**src/rtl/serial_arith_pkg.sv**
```systemverilog
// ============================================================================
// serial_arith_pkg : shared types and constants for the bit-serial arithmetic units
// Revision: 1.0
// ============================================================================
`default_nettype none

package serial_arith_pkg;

  localparam int c_default_width = 4;

  typedef enum logic [1:0] {
    IDLE  = 2'd0,
    SHIFT = 2'd1,
    DONE  = 2'd2
  } state_t;

  // The counter must hold values up to WIDTH.
  function automatic int cnt_width(input int width);
    return $clog2(width + 1);
  endfunction

endpackage

`default_nettype wire

```
**src/rtl/serial_subtractor_if.sv**
```systemverilog
// ============================================================================
// serial_subtractor_if : start/busy/done handshake and result bus of the serial subtractor
// Revision: 1.0
// ============================================================================
`default_nettype none

interface serial_subtractor_if #(
  parameter int WIDTH = 4
);
  logic             start;
  logic [WIDTH-1:0] data_a;
  logic [WIDTH-1:0] data_b;
  logic             busy;
  logic             done;
  logic [WIDTH-1:0] out;
  logic             bout;
  logic [WIDTH:0]   acc;
  logic             ovf;

  modport master (
    output start, data_a, data_b,
    input  busy, done, out, bout, acc, ovf
  );

  modport slave (
    input  start, data_a, data_b,
    output busy, done, out, bout, acc, ovf
  );
endinterface

`default_nettype wire

```
**src/rtl/full_subtractor.sv**
```systemverilog
// ============================================================================
// full_subtractor : single-bit combinational difference/borrow cell
// Revision: 1.0
// ============================================================================
`default_nettype none

module full_subtractor (
  input  wire logic a,
  input  wire logic b,
  input  wire logic bin,
  output logic      d,
  output logic      bout
);
  assign d    = a ^ b ^ bin;
  assign bout = (~a & b) | (~(a ^ b) & bin);
endmodule

`default_nettype wire

```
**src/rtl/serial_subtractor.sv**
```systemverilog
// ============================================================================
// serial_subtractor : LSB-first bit-serial data_a - data_b, one bit per clock.
// Optional macro SERIAL_SUB_OVF_EN enables the registered signed-overflow flag.
// Revision: 1.0
// ============================================================================
`default_nettype none

module serial_subtractor
  import serial_arith_pkg::*;
#(
  parameter int WIDTH = c_default_width
) (
  input  wire logic          clk,
  input  wire logic          reset,
  serial_subtractor_if.slave bus
);
  localparam int c_cnt_w = cnt_width(WIDTH);

  state_t             r_state;
  state_t             w_state_next;
  logic [WIDTH-1:0]   r_sa;
  logic [WIDTH-1:0]   r_sb;
  logic [WIDTH-1:0]   r_res;
  logic               r_br;
  logic [c_cnt_w-1:0] r_cnt;
  logic [WIDTH-1:0]   r_out;
  logic               r_bout;
  logic [WIDTH:0]     r_acc;
  logic               w_d;
  logic               w_bout;
  logic               w_last;
  logic [WIDTH-1:0]   w_res_next;

  full_subtractor u_cell (
    .a    (r_sa[0]),
    .b    (r_sb[0]),
    .bin  (r_br),
    .d    (w_d),
    .bout (w_bout)
  );

  assign w_last     = (r_cnt == c_cnt_w'(WIDTH - 1));
  assign w_res_next = {w_d, r_res[WIDTH-1:1]};

  always_ff @(posedge clk) begin
    if (reset) r_state <= IDLE;
    else       r_state <= w_state_next;
  end

  always_comb begin
    w_state_next = r_state;
    case (r_state)
      IDLE:    if (bus.start) w_state_next = SHIFT;
      SHIFT:   if (w_last)    w_state_next = DONE;
      DONE:    w_state_next = IDLE;
      default: w_state_next = IDLE;
    endcase
  end

  always_ff @(posedge clk) begin
    if (reset) begin
      r_sa   <= '0;
      r_sb   <= '0;
      r_res  <= '0;
      r_br   <= 1'b0;
      r_cnt  <= '0;
      r_out  <= '0;
      r_bout <= 1'b0;
      r_acc  <= '0;
    end else begin
      case (r_state)
        IDLE: begin
          if (bus.start) begin
            r_sa  <= bus.data_a;
            r_sb  <= bus.data_b;
            r_br  <= 1'b0;
            r_cnt <= '0;
          end
        end
        SHIFT: begin
          r_sa  <= r_sa >> 1;
          r_sb  <= r_sb >> 1;
          r_res <= w_res_next;
          r_br  <= w_bout;
          r_cnt <= r_cnt + 1'b1;
          // Published results only move on the final bit.
          if (w_last) begin
            r_out  <= w_res_next;
            r_bout <= w_bout;
            r_acc  <= {w_bout, w_res_next};
          end
        end
        default: ;
      endcase
    end
  end

`ifdef SERIAL_SUB_OVF_EN
  logic r_a_msb;
  logic r_b_msb;
  logic r_ovf;

  always_ff @(posedge clk) begin
    if (reset) begin
      r_a_msb <= 1'b0;
      r_b_msb <= 1'b0;
      r_ovf   <= 1'b0;
    end else if (r_state == IDLE && bus.start) begin
      r_a_msb <= bus.data_a[WIDTH-1];
      r_b_msb <= bus.data_b[WIDTH-1];
    end else if (r_state == SHIFT && w_last) begin
      r_ovf <= (r_a_msb != r_b_msb) && (w_res_next[WIDTH-1] != r_a_msb);
    end
  end

  assign bus.ovf = r_ovf;
`else
  assign bus.ovf = 1'b0;
`endif

  assign bus.busy = (r_state != IDLE);
  assign bus.done = (r_state == DONE);
  assign bus.out  = r_out;
  assign bus.bout = r_bout;
  assign bus.acc  = r_acc;
endmodule

`default_nettype wire

```
**src/flat_wrapper.sv**
```systemverilog
// flat-port wrapper written by rule: the top's interface ports become plain ports
module serial_subtractor_flat import serial_arith_pkg::*;
#(
  parameter int WIDTH = c_default_width
)
  (clk, reset, bus_start, bus_data_a, bus_data_b, bus_busy, bus_done, bus_out, bus_bout, bus_acc, bus_ovf);
  serial_subtractor_if #(.WIDTH(WIDTH)) bus_i ();
  input  wire logic clk;
  input  wire logic reset;
  input wire logic [$bits(bus_i.start)-1:0] bus_start;
  input wire logic [$bits(bus_i.data_a)-1:0] bus_data_a;
  input wire logic [$bits(bus_i.data_b)-1:0] bus_data_b;
  output wire logic [$bits(bus_i.busy)-1:0] bus_busy;
  output wire logic [$bits(bus_i.done)-1:0] bus_done;
  output wire logic [$bits(bus_i.out)-1:0] bus_out;
  output wire logic [$bits(bus_i.bout)-1:0] bus_bout;
  output wire logic [$bits(bus_i.acc)-1:0] bus_acc;
  output wire logic [$bits(bus_i.ovf)-1:0] bus_ovf;
  assign bus_i.start = bus_start;
  assign bus_i.data_a = bus_data_a;
  assign bus_i.data_b = bus_data_b;
  assign bus_busy = bus_i.busy;
  assign bus_done = bus_i.done;
  assign bus_out = bus_i.out;
  assign bus_bout = bus_i.bout;
  assign bus_acc = bus_i.acc;
  assign bus_ovf = bus_i.ovf;
  serial_subtractor #(.WIDTH(WIDTH)) u_core (.clk(clk), .reset(reset), .bus(bus_i));
endmodule
```
**config.mk**
```make
export PLATFORM = sky130hd
export DESIGN_NAME = serial_subtractor_flat
export DESIGN_NICKNAME = d
export VERILOG_FILES = /design/src/rtl/serial_arith_pkg.sv /design/src/rtl/serial_subtractor_if.sv /design/src/rtl/full_subtractor.sv /design/src/rtl/serial_subtractor.sv /design/src/flat_wrapper.sv
export SDC_FILE = /design/constraint.sdc
export NUM_CORES = 1
export LEC_CHECK = 0
export CAP_MARGIN = 20
export CORE_AREA = 2 2 48 50
export CTS_CLUSTER_SIZE = 14
export DETAILED_ROUTE_END_ITERATION = 8
export DIE_AREA = 0 0 50 52
export GPL_TIMING_DRIVEN = 0
export PLACE_DENSITY = 0.77
export SYNTH_ARGS = -nofsm -noshare
export SYNTH_HDL_FRONTEND = slang
export SYNTH_HIERARCHICAL = 1
export SYNTH_SLANG_ARGS = --single-unit
```
**constraint.sdc**
```tcl
create_clock -name clk -period 2.06 [get_ports clk]
set_clock_uncertainty 0.15 [all_clocks]
set_input_delay 0.412 -clock clk [delete_from_list [all_inputs] [get_ports clk]]
set_output_delay 0.412 -clock clk [all_outputs]
set_load 0.01 [all_outputs]
```
# --- After elaboration in Yosys (flattened, before gate mapping) ---
# Index checks and enable logic that the tools add are counted.
word_totals:
  ff_bits: 28
  inputBits: 11
  word_cells: 39
classes:
  addsub: 1
  n_eq_ne: 5
  mux: 11
  bitwise_logic: 7
  n_reduce_logical: 6
op_table:
  columns: ["op", "n"]
  rows:
  - ["$pmux 4 s2", 2]
  - ["$mux 4", 2]
  - ["$pmux 3 s2", 1]
  - ["$reduce_and 2->1", 3]
  - ["$mux 2", 2]
  - ["$pmux 2 s2", 1]
  - ["$reduce_bool 2->1", 2]
  - ["$add 3x1->3 const B", 1]
  - ["$eq 3x2->1 const B", 1]
  - ["$mux 3", 1]
  - ["$and 1x1->1", 2]
  - ["$eq 2x1->1 const B", 1]
  - ["$eq 2x2->1 const B", 1]
  - ["$logic_not 2->1", 1]
  - ["$ne 2x1->1 const B", 1]
  - ["$ne 2x2->1 const B", 1]
  - ["$not 1->1", 2]
  - ["$pmux 1 s2", 1]
  - ["$xor 1x1->1", 2]
  - ["$mux 1", 1]
  - ["$or 1x1->1", 1]

# --- Longest topological paths before layout ---
depth:
  depth_word: 5
  mapped_depth: 5

# --- Cells and area by module ---
# The synthesis kept the hierarchy.
by_module_without_submodules:
  columns: ["module", "n_inst", "cells_each", "area_each_um2", "seq_area_each_um2"]
  rows:
  - ["serial_subtractor", 1, 111, 943.4, 440.4]
  - ["full_subtractor", 1, 4, 31.3, 0.0]

# --- Worst setup path after synthesis ---
# Ideal clock, no wire load.
synth_timing:
  kind: "reg-to-reg"
  from: "register u_core.r_cnt[0]"
  to: "register u_core.r_bout, in the netlist u_core/bus.bout"
  setup_ns: 0.071
  t_arrival_ns: 1.091
  required_ns: 1.839
  path_slack_ns: 0.748
  stages_incl_launch_ff: 6
  cell_sequence: "dfxtp_1 > ha_1 > ha_1 > nand3b_1 > nand2_1 > a21oi_1"
synth_via:
  elab_chain_len: 2
synth_lines:
  columns: ["item", "line_no", "text"]
  rows:
  - ["from (decl)", "serial_subtractor.sv:25", "logic [c_cnt_w-1:0] r_cnt;"]
  - ["from (signal assigned)", "serial_subtractor.sv:85", "r_cnt <= r_cnt + 1'b1;"]
  - ["$eq 3x2->1", "serial_subtractor.sv:42", "assign w_last = (r_cnt == c_cnt_w'(WIDTH - 1));"]
  - ["$reduce_and 2->1 (no line)", null, null]
  - ["to (signal assigned)", "serial_subtractor.sv:89", "r_bout <= w_bout;"]
  - ["to (decl)", "serial_subtractor.sv:27", "logic r_bout;"]
# Every way passes these cells.
# A chain may end at the register's enable or synchronous reset.

==> metrics.md <==
| Metric | Value |
|---|---|
| Outcome | finished, final reports clean |
| TritonRoute pass-1 iters | 4 |
| Post-route setup TNS | 0 ps |
| Switching Fraction | approximately a quarter |
| CTS root buf | clkbuf_4 |
| Post-synth net total | 129 |
| Gate Count Post-Synth | 115 |
| Peak supply drop | approximately 0.00051 V |
| Fill count | around 200 |
| Non-Filler Instances | 168 |
| MaxCap Viol Count | 0 |
| Die Wd | 50 um |
| Pwr Density | 596 nW/um^2 |
| Number of vias per cell | between 4 and 5 |
| Placeable Area | 2110 sq um |
| Post-route setup slack | roughly 220 ps |
| Worst setup SP type | flip-flop |
| Final ANT Viol Nets | 0 |
| Layout cells sized above 1 | 12.9% |
| Worst Path Class, Setup | reg2out |
| Total design power | 0.750 mW |
| Number of global-route vias before repair | 722 |
| Via count | 825 |
| Worst endpoint required time | ~1500 ps |
| Endpoints failing hold | 0 |
| Netlist cell types | 25 |
| Worst r2r src | u_core/r_cnt[0] |
| Clk pin slew, worst setup/hold paths | 110 ps |
| # rows | 17 |
| Die height | 52 um |
| Setup WS pre-CTS | 139 ps |
| CTS Hold Bufs | 0 |
| Logic pwr share | 14.8% |
| Sw Pwr | 0.181 mW |
| Drt wl/cell | 11.1 um |
| Register area | 442 sq um |
| R2r worst-path depth | 5 |
| Tmin final | 1840 ps |
| Layout area overhead | 29.1% |
| PortBufs | 22 |
| Placer Congestion | 0.714 |
| CTS tree | built |
| Worst R2R Setup Slack | around 520 ps |
| Initial antenna violation count | 0 |
| Post-detail-place hpwl | between 1000 and 1500 um |
| Layout net count | 156 |
| Total grt overflow | 0 |
| Largest net degree at the start of global routing | 12 |
| YS warnings | 6 |
| Slew Limit Fails | 0 |
| Achievable Freq | approximately 0.54 GHz |
| Total clock buffers created by CTS | 3 |
| Final period util | 89.5% |
| Ports | 24 |
| Unrepaired setup endpoints after global routing | no |
| Htree depth | 1 |
| Routed WL | 1860 um |
| Clock Power Share | 24.4% |
| Area of the multi-input gates | 422 sq um |
| Worst reg2reg path endpoint | u_core/bus.out[2] |
| # clock sinks | 22 |
| Initial core utilization | 46.3% |
| Synthesized area per cell | 8.48 sq um |
| Placed Cells | 165 |
| Flops & latches, synth | 22 |
| Sequential share of the synthesized area | 45.2% |
| Worst Path Arrival | approximately 1300 ps |
| DRC viols | 0 |
| DIE AREA | 2600 sq um |
| All-Layer GR Usage | 15.0% |
| Worst-skew pair later-pin latency | 290 ps |
| Critical Path End Type | primary output |
| Pint | 0.569 mW |
| Initial DRC Count | 15 |
| Register share of total power | ~61% |
| Leak pwr | 0.528 nW |
| Setup Viol. Count Final | 0 |
| Antenna Diode Count | 0 |
| Synthesized area | 975 sq um |
| Worst setup endpoint | bus_out[3] |
| Hold/Removal Path Class | reg2reg |
| First-pass GRT wire length | between 2000 and 3000 um |
| Worst Path Max Fanout | 3 |
| CTS max path bufs | 2 |
| Crit path launch | u_core/bus.acc[3] |
==> power by group through the flow <==
| stage | Combinational [mW] | Sequential, mW | Clock, mW |
|---|---|---|---|
| floorplan | 0.0728 | 0.463 | 0 |
| global placement | 0.107 | 0.464 | 0 |
| detailed placement | 0.110 | 0.465 | 0 |
| CTS | 0.111 | 0.456 | 0.194 |
| global route | 0.124 | 0.458 | 0.211 |
| finish | 0.111 | 0.456 | 0.183 |
==> synth_stat cells (all sizes together) <==
| master | count | share of area [%] |
|---|---|---|
| fa | 1 | 2.1 |
| nand3 | 5 | 2.6 |
| ha | 2 | 2.6 |
| clkbuf | 2 | 0.77 |
| nor3 | 1 | 0.51 |
| conb | 1 | 0.38 |
| dfxtp | 22 | 45 |
| nand2b | 1 | 0.64 |
| or3b | 1 | 0.90 |
| o21ba | 1 | 1.0 |
| nor4 | 6 | 3.9 |
| nor3b | 1 | 0.77 |
| nor2 | 25 | 9.6 |
| mux2i | 2 | 2.1 |
| a21oi | 8 | 4.1 |
| nand2 | 11 | 4.2 |
| nand3b | 1 | 0.77 |
| o21bai | 1 | 0.77 |
| buf | 10 | 8.9 |
| a22oi | 4 | 3.1 |
| and2b | 2 | 1.8 |
| inv | 5 | 1.9 |
| a2bb2oi | 1 | 0.90 |
| or2 | 1 | 0.64 |
==> layer usage <==
metal  global-route usage [%]  vias up  share of wire [%]
li1                         -      426                  -
met1                     18.2      376                 45
met2                     26.3       23                 52
met3                     3.45        0                3.2
met4                     4.17        0                  0
met5                        0        -                  0
==> stage by stage <==
stage	area (sq um)	hold slack (ps)	utilization (%)
global route	1260	349	59.8
detailed placement	1230	304	58.4
floorplan	975	287	-
finish	1260	315	59.8
CTS	1250	320	59.5
global placement	1230	293	58.4
==> layout make-up <==
cell class / count / share of cell area, %
Inverter: 5 / 1.49
Timing Repair Buffer: 22 / 17.9
Clock buffer: 3 / 1.79
Tap cell: 28 / 2.78
Sequential cell: 22 / 35.1
Multi-Input combinational cell: 76 / 33.5
Buffer: 12 / 7.46
==> repair_timing <==
action	CTS	global route
buffers inserted	0	0
setup endpoints to repair	0	2
gates resized for setup	0	3
==> cell families after synthesis <==
family	share of synthesized area (%)
flip-flops	45.2
buffers and inverters	11.6
adder cells (fa/ha/maj)	4.62
other	0.385
AND/OR/NAND/NOR	26.3
multiplexers	2.05
AO/OA/AOI/OAI	9.89
==> flip-flops by register name, summed over array words and instances, names as in the netlist <==
signal / flops
u_core/bus.acc: 1
u_core/bus.bout: 1
u_core/bus.out: 3
u_core/r_br: 1
u_core/r_cnt: 3
u_core/r_res: 3
u_core/r_sa: 4
u_core/r_sb: 4
u_core/r_state: 2
==> critical path, cell delays in order, from the launching register on <==
cell and delay [ps]:
dfxtp_1 370, buf_4 110, clkdlybuf4s50_1 510
==> placed cells by master (no fill, tap or decap), drive strengths merged, types with 4 or more instances in the layout <==
| master | Yosys | routed |
|---|---|---|
| a21oi | 8 | 8 |
| a22oi | 4 | 4 |
| buf | 10 | 10 |
| clkbuf | 2 | 5 |
| clkdlybuf4s50 | 0 | 20 |
| dfxtp | 22 | 22 |
| inv | 5 | 5 |
| nand2 | 11 | 11 |
| nand3 | 5 | 5 |
| nor2 | 25 | 25 |
| nor4 | 6 | 6 |
==> how the worst min path moves through the flow <==
stage | start | slack [ps] | cells after the start | to
floorplan | u_core/r_res[1] | 290 | 2 | u_core/r_res[1]
global placement | u_core/r_res[1] | 290 | 2 | u_core/r_res[1]
detailed placement | u_core/r_res[1] | 300 | 2 | u_core/r_res[1]
CTS | u_core/r_res[1] | 320 | 2 | u_core/r_res[1]
global route | u_core/r_res[2] | 350 | 2 | u_core/r_res[1]
finish | u_core/r_res[1] | 310 | 2 | u_core/r_res[1]
(Power assumes the default switching activity.)
